==> src/rtl/mips_pkg.sv <==
// Shared encodings for the MIPS EX stage: ALU operations, destination select,
// muldiv FSM states and bus widths. Honours EXECUTE_DIV_EN for the DIV/DIVU classes.
package mips_pkg;

    localparam int LEN         = 32;
    localparam int LEN_MEM_BUS = 9;
    localparam int LEN_WB_BUS  = 2;

    typedef enum logic [4:0] {
        OP_ADDU  = 5'd0,
        OP_SUBU  = 5'd1,
        OP_AND   = 5'd2,
        OP_OR    = 5'd3,
        OP_XOR   = 5'd4,
        OP_NOR   = 5'd5,
        OP_SLT   = 5'd6,
        OP_SLTU  = 5'd7,
        OP_SLL   = 5'd8,
        OP_SRL   = 5'd9,
        OP_SRA   = 5'd10,
        OP_SLLV  = 5'd11,
        OP_SRLV  = 5'd12,
        OP_SRAV  = 5'd13,
        OP_LUI   = 5'd14,
        OP_MULT  = 5'd16,
        OP_MULTU = 5'd17,
        OP_DIV   = 5'd18,
        OP_DIVU  = 5'd19,
        OP_MFHI  = 5'd20,
        OP_MFLO  = 5'd21,
        OP_MTHI  = 5'd22,
        OP_MTLO  = 5'd23
    } alu_op_e;

    typedef enum logic [1:0] {
        DST_RT = 2'd0,
        DST_RD = 2'd1,
        DST_RA = 2'd2
    } reg_dst_e;

    typedef enum logic [1:0] {
        MD_IDLE = 2'd0,
        MD_RUN  = 2'd1,
        MD_DONE = 2'd2
    } md_state_e;

    // Operations that launch an iterative muldiv operation.
    function automatic logic is_md_start(input logic [4:0] op);
`ifdef EXECUTE_DIV_EN
        return (op == OP_MULT) || (op == OP_MULTU) || (op == OP_DIV) || (op == OP_DIVU);
`else
        return (op == OP_MULT) || (op == OP_MULTU);
`endif
    endfunction

    // Operations that must wait while the muldiv unit is busy.
    function automatic logic is_md_dep(input logic [4:0] op);
        return is_md_start(op) || (op == OP_MFHI) || (op == OP_MFLO) ||
               (op == OP_MTHI) || (op == OP_MTLO);
    endfunction

endpackage

==> src/rtl/muldiv_unit.sv <==
// Iterative radix-2 multiplier and (with EXECUTE_DIV_EN) restoring divider
// owning the HI/LO registers.
import mips_pkg::*;

module muldiv_unit #(
    parameter int W = 32
) (
    input  logic         clk,
    input  logic         reset,
    input  logic         start,
    input  logic [4:0]   op,
    input  logic [W-1:0] a,
    input  logic [W-1:0] b,
    input  logic         hi_we,
    input  logic         lo_we,
    input  logic [W-1:0] mt_data,
    output logic [W-1:0] hi,
    output logic [W-1:0] lo,
    output logic         busy
);
    localparam int CW = $clog2(W);

    md_state_e       state;
    logic [CW-1:0]   count;
    logic [2*W-1:0]  acc;      // product for MULT; low word is the quotient shifter for DIV
    logic [W-1:0]    opnd;     // multiplicand or divisor magnitude
    logic            negate_q;

    logic            signed_op;
    logic [W-1:0]    mag_a, mag_b;
    logic [W:0]      mul_sum;
    logic [2*W-1:0]  mul_next, mul_res;

`ifdef EXECUTE_DIV_EN
    logic [W-1:0]    rem;
    logic [W-1:0]    dividend;
    logic            negate_r, div_zero, is_div;
    logic [W:0]      r_shift, r_diff;
    logic            r_ge;
    logic [W-1:0]    q_fix, r_fix;
`endif

    assign busy = (state != MD_IDLE);

    always_comb begin
        signed_op = (op == OP_MULT) || (op == OP_DIV);
        mag_a     = (signed_op && a[W-1]) ? -a : a;
        mag_b     = (signed_op && b[W-1]) ? -b : b;
        mul_sum   = {1'b0, acc[2*W-1:W]} + (acc[0] ? {1'b0, opnd} : {(W+1){1'b0}});
        mul_next  = {mul_sum, acc[W-1:1]};
        mul_res   = negate_q ? -acc : acc;
`ifdef EXECUTE_DIV_EN
        r_shift   = {rem, acc[W-1]};
        r_ge      = (r_shift >= {1'b0, opnd});
        r_diff    = r_shift - {1'b0, opnd};
        q_fix     = negate_q ? -acc[W-1:0] : acc[W-1:0];
        r_fix     = negate_r ? -rem : rem;
`endif
    end

    always_ff @(posedge clk) begin
        if (reset) begin
            state    <= MD_IDLE;
            count    <= '0;
            acc      <= '0;
            opnd     <= '0;
            negate_q <= 1'b0;
            hi       <= '0;
            lo       <= '0;
`ifdef EXECUTE_DIV_EN
            rem      <= '0;
            dividend <= '0;
            negate_r <= 1'b0;
            div_zero <= 1'b0;
            is_div   <= 1'b0;
`endif
        end else begin
            case (state)
                MD_IDLE: begin
                    if (hi_we) hi <= mt_data;
                    if (lo_we) lo <= mt_data;
                    if (start) begin
                        state    <= MD_RUN;
                        count    <= CW'(W - 1);
                        acc      <= {{W{1'b0}}, mag_a};
                        opnd     <= mag_b;
                        negate_q <= signed_op && (a[W-1] ^ b[W-1]);
`ifdef EXECUTE_DIV_EN
                        rem      <= '0;
                        dividend <= a;
                        negate_r <= signed_op && a[W-1];
                        div_zero <= (b == '0);
                        is_div   <= (op == OP_DIV) || (op == OP_DIVU);
`endif
                    end
                end
                MD_RUN: begin
`ifdef EXECUTE_DIV_EN
                    if (is_div) begin
                        rem         <= r_ge ? r_diff[W-1:0] : r_shift[W-1:0];
                        acc[W-1:0]  <= {acc[W-2:0], r_ge};
                    end else
`endif
                    acc <= mul_next;
                    count <= count - 1'b1;
                    if (count == '0) state <= MD_DONE;
                end
                MD_DONE: begin
`ifdef EXECUTE_DIV_EN
                    if (is_div) begin
                        lo <= div_zero ? {W{1'b1}} : q_fix;
                        hi <= div_zero ? dividend  : r_fix;
                    end else
`endif
                    begin
                        hi <= mul_res[2*W-1:W];
                        lo <= mul_res[W-1:0];
                    end
                    state <= MD_IDLE;
                end
                default: state <= MD_IDLE;
            endcase
        end
    end

endmodule

==> src/rtl/execute_stage.sv <==
// MIPS EX stage: combinational ALU, branch target, muldiv unit and the EX/MEM
// register. EXECUTE_DIV_EN enables DIV/DIVU; otherwise they pass as NOPs.
import mips_pkg::*;

module execute_stage #(
    parameter int len         = LEN,
    parameter int NB          = $clog2(len),
    parameter int len_mem_bus = LEN_MEM_BUS,
    parameter int len_wb_bus  = LEN_WB_BUS
) (
    input  logic                   clk,
    input  logic                   reset,
    input  logic [len-1:0]         in_pc_next,
    input  logic [len-1:0]         in_data_a,
    input  logic [len-1:0]         in_data_b,
    input  logic [len-1:0]         in_sign_ext,
    input  logic [4:0]             in_shamt,
    input  logic [NB-1:0]          in_rt,
    input  logic [NB-1:0]          in_rd,
    input  logic [4:0]             alu_ctrl,
    input  logic                   alu_src,
    input  logic [1:0]             reg_dst,
    input  logic [len_mem_bus-1:0] in_memory_bus,
    input  logic [len_wb_bus-1:0]  in_writeBack_bus,
    output logic [len-1:0]         out_addr_mem,
    output logic [len-1:0]         out_write_data,
    output logic                   out_zero_flag,
    output logic [len-1:0]         out_pc_branch,
    output logic [len_mem_bus-1:0] out_memory_bus,
    output logic [len_wb_bus-1:0]  out_writeBack_bus,
    output logic [NB-1:0]          out_write_reg,
    output logic                   stall
);
    logic [len-1:0] opb, alu_res, hi, lo;
    logic [NB-1:0]  write_reg;
    logic           busy, md_start, hi_we, lo_we;

    assign stall    = busy && is_md_dep(alu_ctrl);
    assign md_start = is_md_start(alu_ctrl) && !busy;
    assign hi_we    = (alu_ctrl == OP_MTHI) && !stall;
    assign lo_we    = (alu_ctrl == OP_MTLO) && !stall;

    muldiv_unit #(.W(len)) u_muldiv (
        .clk     (clk),
        .reset   (reset),
        .start   (md_start),
        .op      (alu_ctrl),
        .a       (in_data_a),
        .b       (in_data_b),
        .hi_we   (hi_we),
        .lo_we   (lo_we),
        .mt_data (in_data_a),
        .hi      (hi),
        .lo      (lo),
        .busy    (busy)
    );

    always_comb begin
        opb     = alu_src ? in_sign_ext : in_data_b;
        alu_res = '0;
        case (alu_ctrl)
            OP_ADDU: alu_res = in_data_a + opb;
            OP_SUBU: alu_res = in_data_a - opb;
            OP_AND:  alu_res = in_data_a & opb;
            OP_OR:   alu_res = in_data_a | opb;
            OP_XOR:  alu_res = in_data_a ^ opb;
            OP_NOR:  alu_res = ~(in_data_a | opb);
            OP_SLT:  alu_res = {{(len-1){1'b0}}, $signed(in_data_a) < $signed(opb)};
            OP_SLTU: alu_res = {{(len-1){1'b0}}, in_data_a < opb};
            OP_SLL:  alu_res = opb << in_shamt;
            OP_SRL:  alu_res = opb >> in_shamt;
            OP_SRA:  alu_res = $signed(opb) >>> in_shamt;
            OP_SLLV: alu_res = opb << in_data_a[4:0];
            OP_SRLV: alu_res = opb >> in_data_a[4:0];
            OP_SRAV: alu_res = $signed(opb) >>> in_data_a[4:0];
            OP_LUI:  alu_res = in_sign_ext << 16;
            OP_MFHI: alu_res = hi;
            OP_MFLO: alu_res = lo;
            default: alu_res = '0;
        endcase
    end

    always_comb begin
        case (reg_dst)
            DST_RD:  write_reg = in_rd;
            DST_RA:  write_reg = NB'(31);
            default: write_reg = in_rt;
        endcase
    end

    always_ff @(posedge clk) begin
        if (reset) begin
            out_addr_mem      <= '0;
            out_write_data    <= '0;
            out_zero_flag     <= 1'b0;
            out_pc_branch     <= '0;
            out_memory_bus    <= '0;
            out_writeBack_bus <= '0;
            out_write_reg     <= '0;
        end else begin
            out_addr_mem   <= alu_res;
            out_write_data <= in_data_b;
            out_zero_flag  <= ((in_data_a - in_data_b) == '0);
            out_pc_branch  <= in_pc_next + (in_sign_ext << 2);
            // A held instruction must not reach MEM/WB twice.
            if (stall) begin
                out_memory_bus    <= '0;
                out_writeBack_bus <= '0;
                out_write_reg     <= '0;
            end else begin
                out_memory_bus    <= in_memory_bus;
                out_writeBack_bus <= in_writeBack_bus;
                out_write_reg     <= write_reg;
            end
        end
    end

endmodule

==> config.mk <==
export PLATFORM = sky130hd
export DESIGN_NAME = execute_stage
export DESIGN_NICKNAME = d
export VERILOG_FILES = /design/src/rtl/mips_pkg.sv /design/src/rtl/muldiv_unit.sv /design/src/rtl/execute_stage.sv
export SDC_FILE = /design/constraint.sdc
export NUM_CORES = 2
export LEC_CHECK = 0
export ABC_AREA = 1
export BUFFER_PORTS_ARGS = -buffer_cell sky130_fd_sc_hd__buf_2
export CORE_UTILIZATION = 40
export CTS_BUF_LIST = sky130_fd_sc_hd__clkbuf_16
export DETAILED_ROUTE_END_ITERATION = 6
export PLACE_DENSITY = 0.57
export RECOVER_POWER = 25
export SYNTH_ARGS = -nofsm -noshare
export SYNTH_HDL_FRONTEND = slang
export SYNTH_SLANG_ARGS = --single-unit
==> constraint.sdc <==
create_clock -name clk -period 3.8 [get_ports clk]
set_clock_uncertainty 0.05 [all_clocks]
set_input_delay 0 -clock clk [delete_from_list [all_inputs] [get_ports clk]]
set_output_delay 0 -clock clk [all_outputs]
set_load 0.05 [all_outputs]
# After elaboration in Yosys (flattened, before gate mapping)
# Index checks and enable logic that the tools add are counted.
[word_totals] ff_bits=281 elab_cells=111 in_bits=164 out_inout_bits=114
[op_classes] n_eq_ne=29 shifts=6 reduce_logical=28 mux=18 magnitude_cmp=2 bitwise=5 add_sub_neg=9
[ops] cell="$pmux 32 s17" count=1
[ops] cell="$mux 32" count=6
[ops] cell="$mux 64" count=2
[ops] cell="$pmux 32 s2" count=2
[ops] cell="$pmux 64 s2" count=1
[ops] cell="$add 32x32->32" count=2
[ops] cell="$lt 32x32->1" count=2
[ops] cell="$neg 32->32" count=2
[ops] cell="$neg 64->64" count=1
[ops] cell="$shl 32x5->32" count=2
[ops] cell="$shr 32x5->32" count=2
[ops] cell="$sshr 32x5->32" count=2
[ops] cell="$sub 32x32->32" count=2
[ops] cell="$eq 5x4->1 const B" count=7
[ops] cell="$eq 5x5->1 const B" count=7
[ops] cell="$add 32x33->33" count=1
[ops] cell="$and 32x32->32" count=1
[ops] cell="$logic_not 32->1" count=1
[ops] cell="$not 32->32" count=1
[ops] cell="$or 32x32->32" count=1
[ops] cell="$xor 32x32->32" count=1
[ops] cell="$eq 5x3->1 const B" count=4
[ops] cell="$pmux 5 s2" count=2
[ops] cell="$eq 5x2->1 const B" count=2
[ops] cell="other kinds (18)" count=42

# Depth between registers and ports, before layout
[logic_depth] ltp_word=11 depth_mapped=22 depth_no_buf=21

# Hierarchy
# A second synthesis with hierarchy kept.
[unflattened] hier_cells=5553 hier_area_um2=31473.9
[by_module_without_submodules] module="execute_stage" n_inst=1 area_per_inst_um2=18826.8 seq_area_each_um2=2262.2 cells_each=3441
[by_module_without_submodules] module="muldiv_unit" n_inst=1 area_per_inst_um2=12647.1 seq_area_each_um2=3363.2 cells_each=2112

# Worst setup path before layout
# OpenSTA, ideal clock, no wires.
[synth_timing] path_type="input-to-reg" start="input port alu_src" end="register out_addr_mem[17]" stages=17 arrival_ns=2.469 path_slack_ns=1.171 path_cell_list="buf_2 -> buf_6 -> o21ai_0 -> ha_1 -> buf_2 -> inv_1 -> nand2_1 -> nor2_1 -> nand2_1 -> o21ai_1 -> a21oi_1 -> or2_2 -> nand3_1 -> nand2_1 -> nand3b_1 -> nand2_1 -> inv_1"
[synth_between] elab_chain_cells=4 elab_cells_between_ends=14 classes_between="add/sub: 2; shift: 6; mux: 2; bitwise: 4"
[synth_rtl] element="from (decl)" line="execute_stage.sv:21" rtl="input logic alu_src,"
[synth_rtl] element="$mux 32 (*)" line="execute_stage.sv:59" rtl="opb = alu_src ? in_sign_ext : in_data_b;"
[synth_rtl] element="parallel branches: the longest is 2 deep, another holds $sub 32x32->32"
[synth_rtl] element="$pmux 32 s17 (*)" line="execute_stage.sv:61" rtl="case (alu_ctrl)"
[synth_rtl] element="to (signal assigned)" line="execute_stage.sv:101" rtl="out_addr_mem <= alu_res;"
[synth_rtl] element="to (decl)" line="execute_stage.sv:25" rtl="output logic [len-1:0] out_addr_mem,"
# Mark *: on every way between the ends.
# A chain may end at the register's enable or synchronous reset.

# Final worst setup path
[layout_timing] start="input port in_data_b[12]" end="register out_addr_mem[17]"
[layout_between] elab_chain_cells=3 elab_cells_between_ends=10 classes_between="add/sub: 2; shift: 6; mux: 2"
[layout_rtl] element="from (decl)" line="execute_stage.sv:15" rtl="input logic [len-1:0] in_data_b,"
[layout_rtl] element="$mux 32 (*)" line="execute_stage.sv:59"
[layout_rtl] element="$sub 32x32->32, or another cell as far along" line="execute_stage.sv:63" rtl="OP_SUBU: alu_res = in_data_a - opb;"
[layout_rtl] element="$pmux 32 s17 (*)" line="execute_stage.sv:61"
# Mark *: on every way between the ends. The rest lies on a longest branch, timed or not.

==> flow_summary_export.csv <==
group,metric,value,unit
detailed_routing,drt_iter0_markers,5347,
timing,fmax,275,MHz
timing,period_needed,3.64,ns
clocking,clock_sinks,281,
global_routing,grt_pass1_vias,37300,
placed_design,dp_hpwl,153000,um
critical_path,endpoint_kind,"register",
layout,area_delta_synth_final,19.5,%
global_routing,grt_first_pass_wirelength,265000,um
timing,drv_slew,30,
synth,ys_types,61,
critical_path,path_buf_inv,4,
critical_path,crit_fanout,9,
critical_path,rrSetupSlack,0.45,ns
status,status,"complete, but fails checks",
power_and_ir_drop,peakVddDrop,0.411,mV
timing,tightestPinTransition,1.97,ns
clocking,clk_latency,0.63,ns
power_and_ir_drop,seqPwrFrac,27.5,%
timing,setup_viol,0,
clocking,post_cts_buffers,0,
clocking,numCtsBuffers,40,
detailed_routing,detail-route-antenna-nets,0,
synth,netlist_instances,5312,
placed_design,gp_congestion,1.13,
synth,synth_edf_count,0,
synth,mappedNetlistArea,30600,um2
critical_path,cpPeakStageDelay,0.98,ns
clocking,cts_tree,"built",
synth,synth-seq-area-share,18.4,%
critical_path,worst-r2r-cell-count,13,
power_and_ir_drop,pwr-share-clk,33.1,%
synth,synth_nets,5685,
detailed_routing,wire_per_inst,27.9,um
die,initial_core_util,40.4,%
power_and_ir_drop,p_comb_share,39.4,%
die,coreArea,75800,um2
critical_path,path_class,"input pin to register",
critical_path,cp_slowest_cell,"o21ai_0",
power_and_ir_drop,finalPower,11600,uW
global_routing,grt_usage,46.9,%
clocking,cts_root_buf,"clkbuf_16",
critical_path,crit_start,"in_data_b[12]",
power_and_ir_drop,internal-power,6490,uW
synth,synth-seq-cells,281,
die,row_count,101,
layout,fill_cells,8315,
critical_path,crit_top_cell,"nand2_1",
layout,fin_nets,6147,
synth,yosysWarnings,0,
timing,rsz0062_at_grt,"false",
detailed_routing,finalWirelength,190000,um
detailed_routing,drt-vias-per-instance,6.08,
critical_path,critPathRequiredTime,4.22,ns
synth,postSynth.asyncResetShare,0,%
clocking,htreeDepth,2,
layout,regMostFlops,"u_muldiv.acc",
clocking,cts-hold-fix-buffers,158,
timing,max-slew-margin-rel,-31.2,%
min_path,hold_class,"input pin to register",
power_and_ir_drop,p_per_area,316,nW/um2
placed_design,placed_cell_area,33900,um2
critical_path,path_cells,"dlygate4sd3_1 -> buf_2 -> o21ai_0 -> ha_1 -> inv_1 -> nand2_1 -> o21ai_0 -> a21oi_1 -> o21ai_1 -> a21oi_1 -> or2_2 -> nand3_1 -> nand2_1 -> nand3b_1 -> nand2_1 -> inv_1",
synth,syn_area_per_cell,5.77,um2
critical_path,timing.rr.start,"u_muldiv.acc[0]",
global_routing,antenna_found_initial,10,
layout,largest_reg_flops,64,
die,dieArea,77700,um2
power_and_ir_drop,power.switching,5060,uW
timing,post-route-period-util,95.7,%
critical_path,cp_top_family,"compound AO/OA/AOI/OAI gates",
layout,fin_cells,6785,
placed_design,port_buffers,277,
clocking,cts_resized,0,
detailed_routing,post-route-drc-count,10,
critical_path,worstSetupStartpointType,"input pin",
power_and_ir_drop,leakage,0.0178,uW
timing,final_hold_viol_count,0,
detailed_routing,num_vias,41300,
clocking,path_clk_slew,0.05,ns
layout,fin_area,36600,um2
critical_path,path_depth,16,
detailed_routing,drt_first_pass_iters,7,
status,violations,"design-rule violations, max-capacitance violations, max-slew violations",
run,cap_violations,1,
die,io_pins,278,
critical_path,r2r-end,"u_muldiv.hi[16]",
timing,fin_tns_setup,0,ns
clocking,cts_max_path_buffers,3,
synth,synthFlopType,"dfxtp_1",
global_routing,grt_max_degree,97,
layout,drive_gt1_share,9.64,%
die,fp.dieH,279,um
critical_path,crit_path_end,"out_addr_mem[17]",
power_and_ir_drop,swShare,43.8,%
global_routing,overflow,0,
critical_path,cp.arrival,4.05,ns
placed_design,dp.cells,6552,
die,die-width,279,um
[routing by layer]
layer	vias up	GRT usage, %	part of all wire [%]
met5	-	0	0.020
met4	6	38.0	9.5
met3	594	9.16	10
met2	2522	71.2	42
met1	19200	57.5	38
li1	18900	-	-
[worst register-to-register path: cells and delay by family (launching register included)]
family          cells  cell delay (ns)
fa+ha+maj           1             0.31
compound gates      4             0.97
flops               1             0.55
buf+inv             2             0.28
simple gates        6             1.05
[cell usage after synthesis, drive strengths merged, types with 15 or more instances]
master | count | area share (%)
ha | 205 | 8.4
nand2 | 1302 | 16
a21oi | 419 | 6.9
o221ai | 27 | 0.77
nor4 | 34 | 0.69
a221oi | 29 | 0.83
nor3 | 62 | 1.1
nand4 | 71 | 1.4
clkbuf | 117 | 1.4
nor2 | 570 | 7.1
a21o | 15 | 0.37
a31oi | 45 | 0.92
buf | 108 | 2.0
xor2 | 27 | 0.77
o21ai | 494 | 8.4
o211ai | 84 | 2.2
inv | 586 | 7.2
or2 | 36 | 0.74
nand3 | 660 | 11
a211oi | 16 | 0.39
dfxtp | 281 | 18
[final cells by class]
class                      instances  area (um2)  area share, %
sequential                       281        5630           15.4
antenna                            6        15.0         0.0410
clock buffer                      40        1000           2.73
timing repair buffer             645        4520           12.4
clock inverter                    29         255          0.697
tap                              978        1220           3.34
multi-input combinational       4212       21700           59.4
inverter                         594        2230           6.10
[through the flow]
stage / util [%] / setup slack, ns / hold slack [ns]
floorplan: - / 1.17 / 0.0570
global placement: 44.7 / 0.126 / 0.151
detailed placement: 44.7 / 0.117 / 0.156
CTS: 48.4 / 0.454 / 0.00266
global route: 48.3 / 0.121 / 0.0127
finish: 48.3 / 0.163 / 0.0238
[power by group through the flow]
stage          registers [uW]  logic, uW  clock network (uW)
2_1_floorplan            3520       2250                   0
3_3_place_gp             3230       4220                   0
5_1_grt                  3190       4790                3920
4_1_cts                  3170       4380                3820
3_5_place_dp             3230       4200                   0
6_report                 3180       4550                3830
[worst min path at each step]
stage	start	end	slack, ns	cells past startpoint
3_3_place_gp	in_pc_next[1]	out_pc_branch[1]	0.15	3
5_1_grt	in_data_b[4]	out_write_data[4]	0.01	3
6_report	in_data_b[8]	out_write_data[8]	0.02	4
2_1_floorplan	in_pc_next[0]	out_pc_branch[0]	0.06	2
3_5_place_dp	in_pc_next[1]	out_pc_branch[1]	0.16	3
4_1_cts	in_data_b[8]	out_write_data[8]	0.003	4
[cell families after synthesis]
logic type                 after synthesis  synth area share, %
and+or+nand+nor                       2753                 38.4
buffers and inverters                  819                 10.7
adders and majority gates              209                 8.63
muxes                                    1               0.0327
xor gates and xnor gates                35                 1.00
AOI/OAI and AO/OA                     1214                 22.8
DFF                                    281                 18.4
[layout by cell type (no fill, tap or decap), drive strengths merged, types with 34 or more instances in the layout]
cell type / synthesis / layout
nand2: 1302 / 1302
nand3: 660 / 660
inv: 586 / 593
nor2: 570 / 570
o21ai: 494 / 494
a21oi: 419 / 419
buf: 108 / 401
dfxtp: 281 / 281
ha: 205 / 205
dlygate4sd3: 0 / 158
clkbuf: 117 / 126
o211ai: 84 / 84
nand4: 71 / 71
nor3: 62 / 62
a31oi: 45 / 45
or2: 36 / 36
nor4: 34 / 34
Note: power is estimated with default switching activity, not from simulation.
